<file path="src/rtl/bypass_ctrl.sv">
// bypass_ctrl: hazard and bypass control for the 5-stage 16-bit pipeline.
// Sits in ID. It tracks the destination and write-enable of the two older
// in-flight instructions (in EX and in DM). It registers the EX-stage
// forwarding selects into ID_EX, and it detects load-use hazards, which
// stall IF_ID and put one bubble into ID_EX.
//
// Optional build macro: ZERO_REG_BYP_EN
//   defined   - R0 is hardwired zero. A source address of 0 never matches,
//               so it never bypasses and never causes a load-use stall.
//   undefined - R0 is an ordinary register.
module bypass_ctrl #(
  parameter int ADDR_W = 4
) (
  input  logic              clk,
  input  logic              rst,
  input  logic              rf_re0_ID,
  input  logic              rf_re1_ID,
  input  logic [ADDR_W-1:0] p0_addr_ID,
  input  logic [ADDR_W-1:0] p1_addr_ID,
  input  logic [ADDR_W-1:0] dst_addr_ID,
  input  logic              rf_we_ID,
  input  logic              dm_re_ID,
  input  logic              flush,
  input  logic              stall_ext,
  output logic              byp0_EX,
  output logic              byp1_EX,
  output logic              byp0_DM,
  output logic              byp1_DM,
  output logic              stall_IF_ID,
  output logic              stall_ID_EX,
  output logic              stall_EX_DM,
  output logic              nop_ID_EX
);

  // Tracking state for the instruction in EX (ID_EX) and in DM (EX_DM)
  logic [ADDR_W-1:0] r_dst_ID_EX;
  logic              r_we_ID_EX;
  logic              r_ld_ID_EX;
  logic [ADDR_W-1:0] r_dst_EX_DM;
  logic              r_we_EX_DM;

  // Registered selects handed to the EX-stage source muxes
  logic r_byp0_EX, r_byp1_EX, r_byp0_DM, r_byp1_DM;
  logic r_nop_ID_EX;

  logic w_hit0_EX, w_hit1_EX, w_hit0_DM, w_hit1_DM;
  logic w_p0_ok, w_p1_ok;
  logic w_load_use;
  logic w_bubble;

`ifdef ZERO_REG_BYP_EN
  assign w_p0_ok = (p0_addr_ID != '0);
  assign w_p1_ok = (p1_addr_ID != '0);
`else
  assign w_p0_ok = 1'b1;
  assign w_p1_ok = 1'b1;
`endif

  // Compare the ID source addresses against the two older destinations
  always_comb begin
    w_hit0_EX = rf_re0_ID & w_p0_ok & r_we_ID_EX & (r_dst_ID_EX == p0_addr_ID);
    w_hit1_EX = rf_re1_ID & w_p1_ok & r_we_ID_EX & (r_dst_ID_EX == p1_addr_ID);
    w_hit0_DM = rf_re0_ID & w_p0_ok & r_we_EX_DM & (r_dst_EX_DM == p0_addr_ID);
    w_hit1_DM = rf_re1_ID & w_p1_ok & r_we_EX_DM & (r_dst_EX_DM == p1_addr_ID);
  end

  // A load in EX cannot forward yet, so a consumer in ID must wait one cycle
  assign w_load_use = r_ld_ID_EX & (w_hit0_EX | w_hit1_EX);
  assign w_bubble   = flush | w_load_use;

  assign stall_IF_ID = stall_ext | w_load_use;
  assign stall_ID_EX = stall_ext;
  assign stall_EX_DM = stall_ext;

  // Advance the tracking pipeline; a bubble clears the ID_EX side only
  always_ff @(posedge clk or posedge rst) begin
    if (rst) begin
      r_dst_ID_EX <= '0;
      r_we_ID_EX  <= 1'b0;
      r_ld_ID_EX  <= 1'b0;
      r_dst_EX_DM <= '0;
      r_we_EX_DM  <= 1'b0;
      r_byp0_EX   <= 1'b0;
      r_byp1_EX   <= 1'b0;
      r_byp0_DM   <= 1'b0;
      r_byp1_DM   <= 1'b0;
      r_nop_ID_EX <= 1'b0;
    end else if (!stall_ext) begin
      r_we_EX_DM  <= r_we_ID_EX;
      r_dst_EX_DM <= r_dst_ID_EX;
      if (w_bubble) begin
        r_we_ID_EX  <= 1'b0;
        r_ld_ID_EX  <= 1'b0;
        r_byp0_EX   <= 1'b0;
        r_byp1_EX   <= 1'b0;
        r_byp0_DM   <= 1'b0;
        r_byp1_DM   <= 1'b0;
        r_nop_ID_EX <= 1'b1;
      end else begin
        r_dst_ID_EX <= dst_addr_ID;
        r_we_ID_EX  <= rf_we_ID;
        r_ld_ID_EX  <= dm_re_ID;
        r_byp0_EX   <= w_hit0_EX;
        r_byp1_EX   <= w_hit1_EX;
        r_byp0_DM   <= w_hit0_DM;
        r_byp1_DM   <= w_hit1_DM;
        r_nop_ID_EX <= 1'b0;
      end
    end
  end

  assign byp0_EX   = r_byp0_EX;
  assign byp1_EX   = r_byp1_EX;
  assign byp0_DM   = r_byp0_DM;
  assign byp1_DM   = r_byp1_DM;
  assign nop_ID_EX = r_nop_ID_EX;

endmodule

</file>
<file path="config.mk">
export PLATFORM = sky130hd
export DESIGN_NAME = bypass_ctrl
export DESIGN_NICKNAME = d
export VERILOG_FILES = /design/src/rtl/bypass_ctrl.sv
export SDC_FILE = /design/constraint.sdc
export NUM_CORES = 1
export LEC_CHECK = 0
export CORE_ASPECT_RATIO = 1.4
export CORE_MARGIN = 2
export CORE_UTILIZATION = 44
export DETAILED_ROUTE_END_ITERATION = 6
export PLACE_DENSITY_LB_ADDON = 0.3
export SLEW_MARGIN = 40
export SYNTH_ARGS = -nofsm -noshare
export SYNTH_HDL_FRONTEND = slang
export SYNTH_SLANG_ARGS = --single-unit
export TNS_END_PERCENT = 5
</file>
<file path="constraint.sdc">
create_clock -name clk -period 2.4 [get_ports clk]
set_input_delay 0.48 -clock clk [delete_from_list [all_inputs] [get_ports clk]]
set_output_delay 0.48 -clock clk [all_outputs]
set_load 0.005 [all_outputs]
</file>
* Yosys cells after proc, flatten, opt, wreduce, memory -nomap -nowiden *
Index checks and enable logic that the tools add are counted.

operators by class
  add/sub/neg operators = 0
  $mul = 0
  divide/modulo/power cells = 0
  magnitude comparators = 0
  equal/unequal tests = 4
  shift operators = 0
  multiplexer cells = 7
  bitwise operators = 14
  reduce and logical (&&, ||, !) cells = 1

operators with widths
  kind               number
  $eq A4 B4 Y1       4
  $and A1 B1 Y1      9
  $mux W1            7
  $or A1 B1 Y1       3
  $not A1 Y1         2
  $reduce_and A2 Y1  1

word-level totals
  register bits after elaboration = 16
  bits in latches = 0
  bits in writable memories = 0
  bits in read-only memories = 0
  input port bits = 20
  output and inout port bits = 8
  word-level logic and storage cells = 36
  memories kept = 0

* Longest topological paths before layout *
  depth in word-level cells = 7
  depth in mapped cells = 6
  mapped depth without buffers = 5

* Worst setup path after synthesis *
Ideal clock, no wire load.

  kind = input to register
  start point = input port p0_addr_ID[3]
  end point = register r_dst_ID_EX[0]
  setup time = 0.125 ns
  arrival time = 1.727 ns
  data required time = 2.275 ns
  slack = 0.548 ns
  stages = 6
  path buffers = 1
  cell sequence = inv_1 > a2111o_1 > nor4_2 > nor4_1 > buf_6 > mux2_4

between the ends
  word-level cells in the longest chain between the ends = 7

ends and longest elaborated chain
  item                         RTL line  source
  start, declared              18        input logic [ADDR_W-1:0] p0_addr_ID,
  $eq A4 B4 Y1                 61        w_hit0_EX = rf_re0_ID & w_p0_ok & r_we_ID_EX & (r_dst_ID_EX == p0_addr_ID);
  $and A1 B1 Y1                61
  $or A1 B1 Y1                 68        assign w_load_use = r_ld_ID_EX & (w_hit0_EX | w_hit1_EX);
  $and A1 B1 Y1                68
  $or A1 B1 Y1                 69        assign w_bubble = flush | w_load_use;
  $not A1 Y1 (no line)         -
  $reduce_and A2 Y1 (no line)  -
  end signal, assigned         100       r_dst_ID_EX <= dst_addr_ID;
  end, declared                36        logic [ADDR_W-1:0] r_dst_ID_EX;

No other way between the ends.
A chain may end at the register's enable or synchronous reset.

* Worst setup path in the final report *
  start point = register r_dst_ID_EX[0]
  end point = output port stall_IF_ID

between the ends
  word-level cells in the longest chain between the ends = 5
  elaborated cells between the ends (all ways) = 7
  those cells by class = eq/ne (2); bitwise (5)

ends and longest elaborated chain
  item                              RTL line  source
  $eq A4 B4 Y1 (on tied branches)   61, 62
  $and A1 B1 Y1 (on tied branches)  61, 62
  $or A1 B1 Y1 *                    68
  $and A1 B1 Y1 *                   68
  $or A1 B1 Y1 *                    71        assign stall_IF_ID = stall_ext | w_load_use;
  end, declared                     29        output logic stall_IF_ID,

Every way passes the cells marked *; elsewhere a longest branch is shown, timed or not.

==> results.md <==
* # IOs at 28
* Number of cell rows at 19
* Number of buffers added by the clock tree synthesis step at 3
* Dpl hpwl at 1700 µm
* Slowest cell on crit path: sky130_fd_sc_hd__dfrtp_1
* Die outline width at 41.4 µm
* Insertion delay of the later-clocked pin in the worst-skew pair at 0.30 ns
* Number of DRC markers in iteration 0 at 3
* Fin Clk Skew at 0.00296 ns
* Global-route wire length before repair at 3820 µm
* Top Family by Delay on Critical Path: simple AND/OR/NAND/NOR gates
* Number of antenna violations at the first check in global routing at 0
* Final core occ at 0.701
* Number of instances in the synthesized netlist at 75
* Ant diodes at 0
* Crit-path cells: nor2b_1 -> a2111o_1 -> nor4_2 -> or3_1 -> buf_2
* Number of detailed-routing iterations run before antenna repair at 4
* Vert. Die Dim at 56.4 µm
* Final weighted congestion in routability-driven placement at 0.795
* Max IR drop VDD at 0.000460 V
* Average wire per standard cell at 15.3 µm
* Post-layout net count at 145
* LEAKAGE at 0.612 nW
* Count of vias placed by the detailed router at 773
* Required time reported for the critical path endpoint at 1.92 ns
* Critical Path End Type: output port
* CTS tree: done
* Final Hold Vio Count at 0
* Maximum number of pins on one net before global-route repair at 17
* Maximum buffer depth of the clock tree at 2
* Share of post-route cells with drive strength above 1 at 0.315
* Synthesized flop and latch total at 16
* Total of warnings raised by yosys at 0
* Final setup vio count at 0
* Final wirelength at 2220 µm
* Worst Hold Class: reg2reg
* Summed instance area of the synthesized netlist at 863 µm²
* Top fanout value on the critical path at 4
* Peak per-stage delay on the critical path at 0.42 ns
* Sinks on Clock Net at 16
* Worst endpoint data arrival time at 1.86 ns
* Clock-pin transition on the worst setup and hold timing paths at 0.10 ns
* Area overhead of the layout relative to synthesis at 54.3%
* GRT Overall Usage at 0.219
* Fin crit period at 2.34 ns
* Count of cell types in the netlist at 22
* Syn Area/Cell at 11.5 µm²
* Clock Root Buffer: sky130_fd_sc_hd__clkbuf_4
* Pwr Density at 528 nW/µm²
* Hold buffers post-CTS at 0
* RSZ-0062 raised after global routing: false
* Core area at 1900 µm²
* Result of the run: finished, final reports clean
* Share of the yosys chip area belonging to registers at 0.464
* Number of fillers in the final layout at 151
* Vias per inst at 5.33
* Overall power of the completed layout at 0.704 mW
* Final global-route overflow total at 0
* Share of the clock period used by the worst path at 0.975
* Slew Limit Fails at 0
* Die Area at 2340 µm²
* Transition time at the pin with the least slew margin at 0.644 ns
* Critical path buffers and inverters at 1
* Remaining number of nets flagged by the antenna check after routing at 0
* H-tree depth at 1
* Normalized max-slew margin at 0.570
* Crit Path Category: reg2out
* Via count of the first global-routing pass at 846
* Total nets after synthesis at 95
* Initial Util at 0.454
* Max cap viols at 0
* DRC violation count after routing at 0
* Kind of start point of the critical path: flop
* I/O Buffers at 27
* Fmax at 427 MHz
[registers in the layout, indices dropped and copies added, names as in the netlist]
signal	flops
r_dst_EX_DM	4
r_dst_ID_EX	4
byp0_DM	1
byp0_EX	1
byp1_DM	1
byp1_EX	1
nop_ID_EX	1
r_ld_ID_EX	1
r_we_EX_DM	1
r_we_ID_EX	1
[power by group]
part	internal, mW	switching [mW]
clock network	0.0926	0.0914
registers	0.299	0.0338
logic	0.114	0.0728
total	0.506	0.198
[final timing paths]
path | start | endpoint | slack, ns | cells past startpoint
max | r_dst_ID_EX[0] | stall_IF_ID | 0.06 | 5
min | nop_ID_EX | nop_ID_EX | 0.52 | 2
max reg2reg | r_dst_ID_EX[0] | r_ld_ID_EX | 0.21 | 9
min reg2reg | nop_ID_EX | nop_ID_EX | 0.52 | 2
max in group asynchronous | rst | r_dst_ID_EX[3] | 1.39 | 2
min in group asynchronous | rst | byp0_EX | 0.56 | 2
[cells in the final DEF, fill, tap and decap left out, types with 3 or more instances in the layout]
| master | Yosys | final |
|---|---|---|
| sky130_fd_sc_hd__mux2_4 | 3 | 3 |
| sky130_fd_sc_hd__a22o_1 | 6 | 6 |
| sky130_fd_sc_hd__xor2_1 | 8 | 8 |
| sky130_fd_sc_hd__nand2_1 | 3 | 3 |
| sky130_fd_sc_hd__dlygate4sd2_1 | 0 | 8 |
| sky130_fd_sc_hd__buf_4 | 2 | 22 |
| sky130_fd_sc_hd__inv_1 | 6 | 6 |
| sky130_fd_sc_hd__clkbuf_4 | 0 | 3 |
| sky130_fd_sc_hd__mux2_2 | 5 | 5 |
| sky130_fd_sc_hd__clkdlybuf4s50_1 | 0 | 18 |
| sky130_fd_sc_hd__nor2b_1 | 4 | 4 |
| sky130_fd_sc_hd__dfrtp_1 | 16 | 15 |
[stage by stage]
step | cells | setup WS, ns | area, µm² | TNS, ns | hold slack, ns
final | 145 | 0.0599 | 1330 | 0 | 0.522
after global routing | 145 | 0.00246 | 1330 | 0 | 0.550
after CTS | 141 | 0.0535 | 1300 | 0 | 0.530
after detailed placement | 135 | -0.501 | 1260 | -1.57 | 0.502
after global placement | 135 | -0.514 | 1260 | -4.47 | 0.494
after floorplan | 75 | 0.548 | 863 | 0 | 0.394
[what timing repair did]
action / in CTS / in global routing
gates resized for setup: 12 / 1
buffers inserted: 2 / 4
pin swaps: 5 / 2
setup endpoints to repair: 1 / 2
[synthesized netlist by cell type]
cell | n | share of area
sky130_fd_sc_hd__xor2_1 | 8 | 0.081
sky130_fd_sc_hd__a22o_1 | 6 | 0.061
sky130_fd_sc_hd__xnor2_1 | 2 | 0.020
sky130_fd_sc_hd__dfrtp_1 | 16 | 0.46
sky130_fd_sc_hd__o221ai_1 | 2 | 0.020
sky130_fd_sc_hd__mux2_2 | 5 | 0.065
sky130_fd_sc_hd__a21oi_1 | 1 | 0.0058
sky130_fd_sc_hd__a2111o_1 | 2 | 0.026
sky130_fd_sc_hd__inv_1 | 6 | 0.026
sky130_fd_sc_hd__clkbuf_1 | 1 | 0.0043
sky130_fd_sc_hd__nand3_1 | 2 | 0.012
sky130_fd_sc_hd__nor2b_1 | 4 | 0.029
sky130_fd_sc_hd__nand2b_1 | 2 | 0.014
sky130_fd_sc_hd__o21ai_0 | 1 | 0.0058
sky130_fd_sc_hd__mux2_4 | 3 | 0.052
sky130_fd_sc_hd__nor4_2 | 2 | 0.029
sky130_fd_sc_hd__nor3_1 | 2 | 0.012
sky130_fd_sc_hd__buf_6 | 1 | 0.013
sky130_fd_sc_hd__nand2_1 | 3 | 0.013
sky130_fd_sc_hd__buf_4 | 2 | 0.017
sky130_fd_sc_hd__nor4_1 | 3 | 0.022
sky130_fd_sc_hd__or3_1 | 1 | 0.0073
[worst min-delay path, cell delays in order, from the launching register on]
cell	delay, ns
sky130_fd_sc_hd__dfrtp_1	0.39
sky130_fd_sc_hd__inv_1	0.05
sky130_fd_sc_hd__a21oi_1	0.06
[metal layers]
layer	vias up	part of all wire	track usage
met5	-	0	0
met4	0	0.042	0.171
met3	9	0.032	0.0354
met2	20	0.55	0.386
met1	378	0.38	0.221
li1	366	-	-
[cell families (layout without fill, tap and decap cells)]
| logic type | Yosys count | after routing | share of synthesized area |
|---|---|---|---|
| buf+inv | 10 | 59 | 0.0609 |
| simple gates | 19 | 19 | 0.138 |
| xor+xnor | 10 | 10 | 0.101 |
| flops | 16 | 16 | 0.464 |
| compound gates | 12 | 12 | 0.119 |
| mux | 8 | 8 | 0.117 |
[cell type report]
cell class | count | area, µm² | share of cell area
multi-input cells | 49 | 425 | 0.319
well taps | 21 | 26.3 | 0.0197
clock buffers | 4 | 36.3 | 0.0272
flip-flops and latches | 16 | 402 | 0.301
repair buffers | 49 | 420 | 0.315
inverters | 6 | 22.5 | 0.0169
Note: power is estimated with default switching activity, not from simulation.
